`src/rtl/nautilus_fifo_pkg.sv`:
```
// rtl/nautilus_fifo_pkg.sv - shared defaults and FSM state type for the FIFO stream reader
// Contents: DATA_W_DEF, BURST_LEN_DEF, rd_state_e {IDLE, RUN, FLUSH}.
package nautilus_fifo_pkg;

  localparam int DATA_W_DEF    = 32;
  localparam int BURST_LEN_DEF = 16;

  typedef enum logic [1:0] {
    IDLE  = 2'd0,
    RUN   = 2'd1,
    FLUSH = 2'd2
  } rd_state_e;

endpackage

```
`src/rtl/fifo_rd_skid.sv`:
```
// rtl/fifo_rd_skid.sv - 2-entry output buffer between FIFO read data and the stream
// Ports:
//   clk, rst    clock, asynchronous active-high reset
//   push        write push_data into the tail entry
//   push_data   data captured on push
//   pop         retire the head entry
//   occ         number of valid entries (0..2)
//   head_data   oldest entry (0 after reset)
module fifo_rd_skid #(
  parameter int DATA_W = 32
) (
  input  logic              clk,
  input  logic              rst,
  input  logic              push,
  input  logic [DATA_W-1:0] push_data,
  input  logic              pop,
  output logic [1:0]        occ,
  output logic [DATA_W-1:0] head_data
);

  logic [DATA_W-1:0] mem [2];
  logic              wr_ptr;
  logic              rd_ptr;

  always_ff @(posedge clk or posedge rst) begin
    if (rst) begin
      mem[0] <= '0;
      mem[1] <= '0;
      wr_ptr <= 1'b0;
      rd_ptr <= 1'b0;
      occ    <= 2'd0;
    end else begin
      if (push) begin
        mem[wr_ptr] <= push_data;
        wr_ptr      <= ~wr_ptr;
      end
      if (pop) begin
        rd_ptr <= ~rd_ptr;
      end
      // Push and pop together leave occupancy unchanged; the pointers keep order.
      case ({push, pop})
        2'b10:   occ <= occ + 2'd1;
        2'b01:   occ <= occ - 2'd1;
        default: occ <= occ;
      endcase
    end
  end

  assign head_data = mem[rd_ptr];

  // The read-issue rule upstream must never let a capture land in a full buffer.
  assert property (@(posedge clk) disable iff (rst) !(push && occ == 2'd2));
  assert property (@(posedge clk) disable iff (rst) !(pop && occ == 2'd0));

endmodule

```
`src/rtl/fifo_stream_reader.sv`:
```
// rtl/fifo_stream_reader.sv - drains a FIFO into a valid/ready stream with burst framing
// Ports:
//   clk, rst           clock, asynchronous active-high reset
//   enable             1 = drain FIFO, 0 = stop reads and flush buffered data
//   fifo_empty         FIFO empty flag (combinational from FIFO)
//   fifo_rd_en         FIFO read request, never raised while fifo_empty=1
//   fifo_rd_data       FIFO data, valid one cycle after an accepted read
//   m_valid/m_ready    stream handshake
//   m_data, m_last     stream beat and end-of-burst marker
//   busy               FSM not in IDLE
//   word_cnt           beats transferred since reset, wraps at 16 bits
module fifo_stream_reader
  import nautilus_fifo_pkg::*;
#(
  parameter int DATA_W    = DATA_W_DEF,
  parameter int BURST_LEN = BURST_LEN_DEF
) (
  input  logic              clk,
  input  logic              rst,
  input  logic              enable,
  input  logic              fifo_empty,
  output logic              fifo_rd_en,
  input  logic [DATA_W-1:0] fifo_rd_data,
  output logic              m_valid,
  input  logic              m_ready,
  output logic [DATA_W-1:0] m_data,
  output logic              m_last,
  output logic              busy,
  output logic [15:0]       word_cnt
);

  localparam int                IDX_W    = (BURST_LEN > 1) ? $clog2(BURST_LEN) : 1;
  localparam logic [IDX_W-1:0]  LAST_IDX = IDX_W'(BURST_LEN - 1);

  rd_state_e        state;
  rd_state_e        state_nxt;
  logic             inflight;
  logic [1:0]       occ;
  logic             pop;
  logic [IDX_W-1:0] burst_idx;

  fifo_rd_skid #(.DATA_W(DATA_W)) u_skid (
    .clk       (clk),
    .rst       (rst),
    .push      (inflight),
    .push_data (fifo_rd_data),
    .pop       (pop),
    .occ       (occ),
    .head_data (m_data)
  );

  assign m_valid = (occ != 2'd0);
  assign pop     = m_valid & m_ready;
  assign m_last  = m_valid & (burst_idx == LAST_IDX);
  assign busy    = (state != IDLE);

  always_comb begin
    state_nxt  = state;
    fifo_rd_en = 1'b0;
    unique case (state)
      IDLE: begin
        if (enable) state_nxt = RUN;
      end
      RUN: begin
        if (!enable) state_nxt = FLUSH;
        // Reads stop in the very cycle enable drops so a flush drains at most
        // the buffered beat plus the one already in flight.
        // occ + inflight - pop < 2, rearranged to stay unsigned.
        if (enable && !fifo_empty) begin
          fifo_rd_en = ({1'b0, occ} + {2'b00, inflight}) < (3'd2 + {2'b00, pop});
        end
      end
      FLUSH: begin
        if (enable) begin
          state_nxt = RUN;
        end else if (occ == 2'd0 && !inflight) begin
          state_nxt = IDLE;
        end
      end
      default: state_nxt = IDLE;
    endcase
  end

  always_ff @(posedge clk or posedge rst) begin
    if (rst) begin
      state     <= IDLE;
      inflight  <= 1'b0;
      burst_idx <= '0;
      word_cnt  <= 16'd0;
    end else begin
      state    <= state_nxt;
      // fifo_rd_en is only raised while fifo_empty=0, so every request is accepted.
      inflight <= fifo_rd_en;
      if (pop) word_cnt <= word_cnt + 16'd1;
      // A partial burst is abandoned on the way to IDLE; no pop can coincide
      // because IDLE is only entered with an empty buffer.
      if (state_nxt == IDLE) begin
        burst_idx <= '0;
      end else if (pop) begin
        burst_idx <= (burst_idx == LAST_IDX) ? '0 : burst_idx + IDX_W'(1);
      end
    end
  end

endmodule

```
`config.mk`:
```
export PLATFORM = sky130hd
export DESIGN_NAME = fifo_stream_reader
export DESIGN_NICKNAME = d
export VERILOG_FILES = /design/src/rtl/nautilus_fifo_pkg.sv /design/src/rtl/fifo_rd_skid.sv /design/src/rtl/fifo_stream_reader.sv
export SDC_FILE = /design/constraint.sdc
export NUM_CORES = 1
export LEC_CHECK = 0
export ABC_CLOCK_PERIOD_IN_PS = 4000
export CAP_MARGIN = 20
export CORE_UTILIZATION = 45
export DETAILED_ROUTE_END_ITERATION = 12
export PLACE_DENSITY = 0.82
export SLEW_MARGIN = 20
export SYNTH_ARGS = -nofsm -noshare
export SYNTH_HDL_FRONTEND = slang
export SYNTH_SLANG_ARGS = --single-unit
export TNS_END_PERCENT = 100
```
`constraint.sdc`:
```
create_clock -name clk -period 4 [get_ports clk]
set_input_delay 0.6 -clock clk [delete_from_list [all_inputs] [get_ports clk]]
set_output_delay 0.6 -clock clk [all_outputs]
set_load 0.05 [all_outputs]
```
Word-level counts from Yosys, hierarchy flattened
Cells that the tools add are included.
{"block": "totals", "in_bits": 37, "output_inout_bits": 52, "wordCells": 59, "register_bits": 91}
{"block": "op_classes", "muxes": 17, "reduce_logical": 12, "bitwise": 6, "n_eq_ne": 5, "add_sub_neg": 6, "n_lt_le_gt_ge": 4}
{"op": "32-bit two-way mux", "n": 4}
{"op": "64-bit bitwise mux", "n": 1}
{"op": "32-bit demux with 1-bit select", "n": 1}
{"op": "16-bit by 1-bit adder with 16-bit output (second input constant)", "n": 1}
{"op": "4-bit two-way mux", "n": 3}
{"op": "2-bit two-way mux", "n": 4}
{"op": "2-bit nonzero test", "n": 4}
{"op": "2-bit logical NOT", "n": 3}
{"op": "2-bit one-hot mux with 3 select lines", "n": 1}
{"op": "4-bit by 1-bit adder with 4-bit output (second input constant)", "n": 1}
{"op": "2-bit by 1-bit == test with 1-bit output (second input constant)", "n": 2}
{"op": "2-bit == test (second input constant)", "n": 2}
{"op": "4-bit == test (second input constant)", "n": 1}
{"op": "2-bit >= comparator (second input constant)", "n": 2}
{"op": "1-bit inverter with 2-bit output", "n": 2}
{"op": "2-bit one-hot mux with 2 select lines", "n": 1}
{"op": "2-bit by 1-bit adder with 3-bit output", "n": 1}
{"op": "2-bit by 1-bit adder with 3-bit output (first input constant)", "n": 1}
{"op": "1-bit logical AND", "n": 3}
{"op": "3-bit less-than comparator", "n": 1}
{"op": "2-bit by 1-bit adder with 2-bit output (second input constant)", "n": 1}
{"op": "1-bit bitwise AND", "n": 2}
{"op": "1-bit logical NOT", "n": 2}
{"op": "2-bit by 1-bit less-than comparator with 1-bit output (second input constant)", "n": 1}
{"op": "3 further kinds", "n": 5}

Logic depth before layout (Yosys ltp)
{"block": "depth", "ltp_word": 7, "depth_mapped": 7, "mapped_depth_nobuf": 6}

Modules after synthesis
A second synthesis with hierarchy kept.
{"block": "hier_totals", "cells_unflattened": 287, "area_unflattened_um2": 4207.8}
{"module": "fifo_rd_skid", "seq_area_each_um2": 1701.6, "instances": 1, "area_per_inst_um2": 3081.7, "cells_per_inst": 186}
{"module": "fifo_stream_reader", "seq_area_each_um2": 575.6, "instances": 1, "area_per_inst_um2": 1126.1, "cells_per_inst": 101}

Worst setup path before layout
No wires, ideal clock.
{"block": "synth_path", "path_kind": "register to output", "startpoint": "register u_skid.occ[0]", "endpoint": "output fifo_rd_en", "n_path_buf": 0, "path_slack_ps": 1970, "stages_incl_launch_ff": 5, "t_arrival_ps": 1430, "required_ps": 3400, "cell_sequence": "dfrtp_1 ha_1 ha_1 o21ai_0 and3_1"}
{"block": "synth_between", "elab_chain_cells": 6, "word_cells_on_any_way": 7, "cone_classes": "add/sub (2); order compare (1); mux (2); bitwise (1); reduce/logical (1)"}
{"element": "start: declaration", "line_no": "fifo_rd_skid.sv:17", "text": "output logic [1:0] occ,"}
{"element": "start signal: assignment", "line_no": "fifo_rd_skid.sv:42", "text": "2'b10: occ <= occ + 2'd1;"}
{"element": "start signal: assignment", "line_no": "fifo_rd_skid.sv:43", "text": "2'b01: occ <= occ - 2'd1;"}
{"element": "2-bit nonzero test", "line_no": "fifo_stream_reader.sv:52", "text": "assign m_valid = (occ != 2'd0);"}
{"element": "1-bit bitwise AND", "line_no": "fifo_stream_reader.sv:53", "text": "assign pop = m_valid & m_ready;"}
{"element": "2-bit by 1-bit adder with 3-bit output", "line_no": "fifo_stream_reader.sv:70", "text": "fifo_rd_en = ({1'b0, occ} + {2'b00, inflight}) < (3'd2 + {2'b00, pop});"}
{"element": "3-bit less-than comparator *", "line_no": "fifo_stream_reader.sv:70"}
{"element": "1-bit two-way mux *", "line_no": "fifo_stream_reader.sv:69", "text": "if (enable && !fifo_empty) begin"}
{"element": "1-bit two-way mux *", "line_no": "fifo_stream_reader.sv:60", "text": "unique case (state)"}
{"element": "end: declaration", "line_no": "fifo_stream_reader.sv:22", "text": "output logic fifo_rd_en,"}
Every way passes the cells marked *; elsewhere a longest branch is shown, timed or not.

Worst setup path in the final report
{"block": "layout_path", "startpoint": "input m_ready", "endpoint": "output fifo_rd_en"}
{"block": "layout_between", "elab_chain_cells": 5}
{"element": "start: declaration", "line_no": "fifo_stream_reader.sv:25", "text": "input logic m_ready,"}
{"element": "1-bit bitwise AND", "line_no": "fifo_stream_reader.sv:53"}
{"element": "2-bit by 1-bit adder with 3-bit output", "line_no": "fifo_stream_reader.sv:70"}
{"element": "3-bit less-than comparator", "line_no": "fifo_stream_reader.sv:70"}
{"element": "1-bit two-way mux", "line_no": "fifo_stream_reader.sv:69"}
{"element": "1-bit two-way mux", "line_no": "fifo_stream_reader.sv:60"}
No other way between the ends.

==> results.tsv <==
metric	value	unit
stdcell_area	5190	µm²
cts_sinks	91	
yosys-top-cells-count	94 x mux2_2, 91 x dfrtp_1, 15 x xnor2_1, 11 x nand2_1	
hold_start	word_cnt[15]$_DFFE_PP0P_	
numCtsBuffers	9	
yosysMostFrequentCell	mux2_2	
syn_area	4030	µm²
fillCellCount	703	
r2r_setup_slack	2.03	ns
grt_pass1_wl	13300	µm
drtIter0Drc	54	
die-height	96.6	µm
synth_cell_types	30	
synth_cells	283	
worstSkewPairLatency	0.35	ns
synth_top_area_share	56.5	%
ys.flop_type	dfrtp_1	
slew_violations	0	
grt_max_degree	40	
finalSetupViolCount	0	
globalRouteTotalUtil	17.8	%
vias	2540	
worst_slew_pin_slew	1.02	ns
critPathMaxFanout	12	
rsz0062_at_grt	false	
worstHoldEndpoint	word_cnt[15]$_DFFE_PP0P_	
die-area	9340	µm²
period_needed	3.05	ns
drc	0	
wl_per_cell	16.2	µm
dp_hpwl	5300	µm
synth_largest_area_cell	dfrtp_1	
async_flop_share	100	%
grt-ovfl-total	0	
finClkSkew	0.0101	ns
fp.dieW	96.6	µm
area_delta_synth_final	28.9	%
worstPathRequired	3.40	ns
r2r_start	inflight$_DFF_PP0_	
start_util	46.4	%
cp-start-kind	input port	
clockBufferDepth	2	
path_class	input port to output port	
drt-total-wl	7870	µm
synth-seq-cells	91	
grt_pass1_vias	2725	
insertedDiodeCount	0	
cp-end-kind	output port	
hold_path.class	flip-flop to flip-flop	
post-cts-setup-buffers	0	
syn_area_per_cell	14.2	µm²
fin_hold_ws	0.491	ns
synth_edf_count	0	
gp_congestion	0.718	
whs_path_depth	1	
yosys-top-cells-area	dfrtp_1 57%, mux2_2 26%, xnor2_1 3.3%, ha_1 1.6%, xor2_1 1.3%	
cp_data_arrival_time	2.45	ns
coreArea	8680	µm²
timing.fmax	328	MHz
status	completed	
fin_tns_setup	0	ns
drv_cap	0	
cts_tree	done	
postCtsResizedCells	0	
htreeDepth	3	
clk_pin_slew	0.08	ns
dr.pass1.iters	4	
period_share	76.3	%
final_antenna_net_count	0	
num_rows	34	
power	4.69	mW
fin_nets	417	
ys_warn_count	0	
reg2reg_depth	3	
relSlewSlack	32.2	%
yosysSeqAreaShare	56.5	%
antenna_found_initial	0	
vdd_drop_max	0.000413	V
io_pins	89	
portBuffers	88	
cellPowerDensity	904	nW/µm²
layout-drive-gt1-share	33.0	%
p_leak	2.20	nW
routed_via_density	5.22	
cts_hold_buffers	0	
dpl-instance-area	5000	µm²
r2r-end	u_skid.mem[50]$_DFFE_PP0P_	
cts_root_buf	clkbuf_8	
syn_nets	325	
hold_viol	0	
==> placed cells by master (no fill, tap or decap), types with 2 or more instances in the layout <==
| cell | instances |
|---|---|
| nor3_1 | 2 |
| clkdlybuf4s50_1 | 88 |
| ha_1 | 5 |
| or2_2 | 2 |
| xor2_1 | 6 |
| a21oi_1 | 5 |
| inv_1 | 2 |
| clkinv_2 | 2 |
| clkbuf_8 | 10 |
| nand3_1 | 5 |
| o21ai_0 | 2 |
| buf_4 | 4 |
| nor2_4 | 3 |
| nor2_1 | 5 |
| and3_1 | 4 |
| xnor2_1 | 15 |
| nand2_1 | 10 |
| and4_1 | 2 |
| mux2_1 | 2 |
| nand4_1 | 5 |
| mux2_2 | 94 |
| or2b_2 | 2 |
| dfrtp_1 | 91 |
==> kinds of logic after synthesis <==
family,Yosys count,synth area share [%]
fa+ha+maj,5,1.55
simple gates,44,6.30
xor+xnor,21,4.57
buf+inv,15,2.33
compound gates,11,1.89
flops,91,56.5
mux,96,26.8
==> per-layer routing <==
layer  global-route usage [%]  vias to the layer above  share of wire [%]
li1                         -                     1177                  -
met1                     23.5                     1286                 45
met2                     29.0                       66                 48
met3                     4.99                       11                5.2
met4                     4.82                        0                1.2
met5                        0                        -                  0
==> critical path: stages <==
cell and delay [ns]:
clkdlybuf4s50_1 0.52, o21ai_4 0.15, o21ai_0 0.19, and3_1 0.19, clkdlybuf4s50_1 0.80
==> report_power, final <==
part           switching [mW]  total, mW  internal, mW
clock                   0.298      0.601         0.303
combinational            1.49       2.54          1.05
sequential              0.243       1.55          1.31
==> registers in the layout, summed over array words and instances, names as in the netlist <==
| name | flops |
|---|---|
| u_skid.wr_ptr | 1 |
| u_skid.occ | 2 |
| word_cnt | 16 |
| burst_idx | 4 |
| u_skid.rd_ptr | 1 |
| inflight | 1 |
| u_skid.mem | 64 |
| state | 2 |
==> final cells by class <==
| type | instances | area (µm²) | area share, % |
|---|---|---|---|
| flip-flops and latches | 91 | 2280 | 43.9 |
| multi-input cells | 177 | 1660 | 32.0 |
| repair buffers | 92 | 911 | 17.5 |
| clock buffers | 11 | 141 | 2.72 |
| well taps | 108 | 135 | 2.60 |
| clock inverters | 4 | 51.3 | 0.988 |
| inverters | 4 | 16.3 | 0.313 |
==> worst max-delay path by stage <==
stage | from | endpoint | slack [ns] | cells after the start
6_report | m_ready | fifo_rd_en | 0.95 | 5
5_1_grt | m_ready | fifo_rd_en | 0.83 | 5
4_1_cts | m_ready | fifo_rd_en | 0.94 | 5
3_5_place_dp | m_ready | fifo_rd_en | 0.95 | 5
3_3_place_gp | m_ready | fifo_rd_en | 0.94 | 5
2_1_floorplan | rst | burst_idx[0]$_DFFE_PP0P_ | 1.04 | 1
==> stage by stage <==
step                      setup WS, ns  std cells  util, %
after floorplan                   1.04        283        -
after global placement           0.941        472     57.6
after detailed placement         0.948        472     57.6
after CTS                        0.938        487     59.8
after global routing             0.829        487     59.8
final                            0.948        487     59.8
Power figures use the tool's default switching activity.
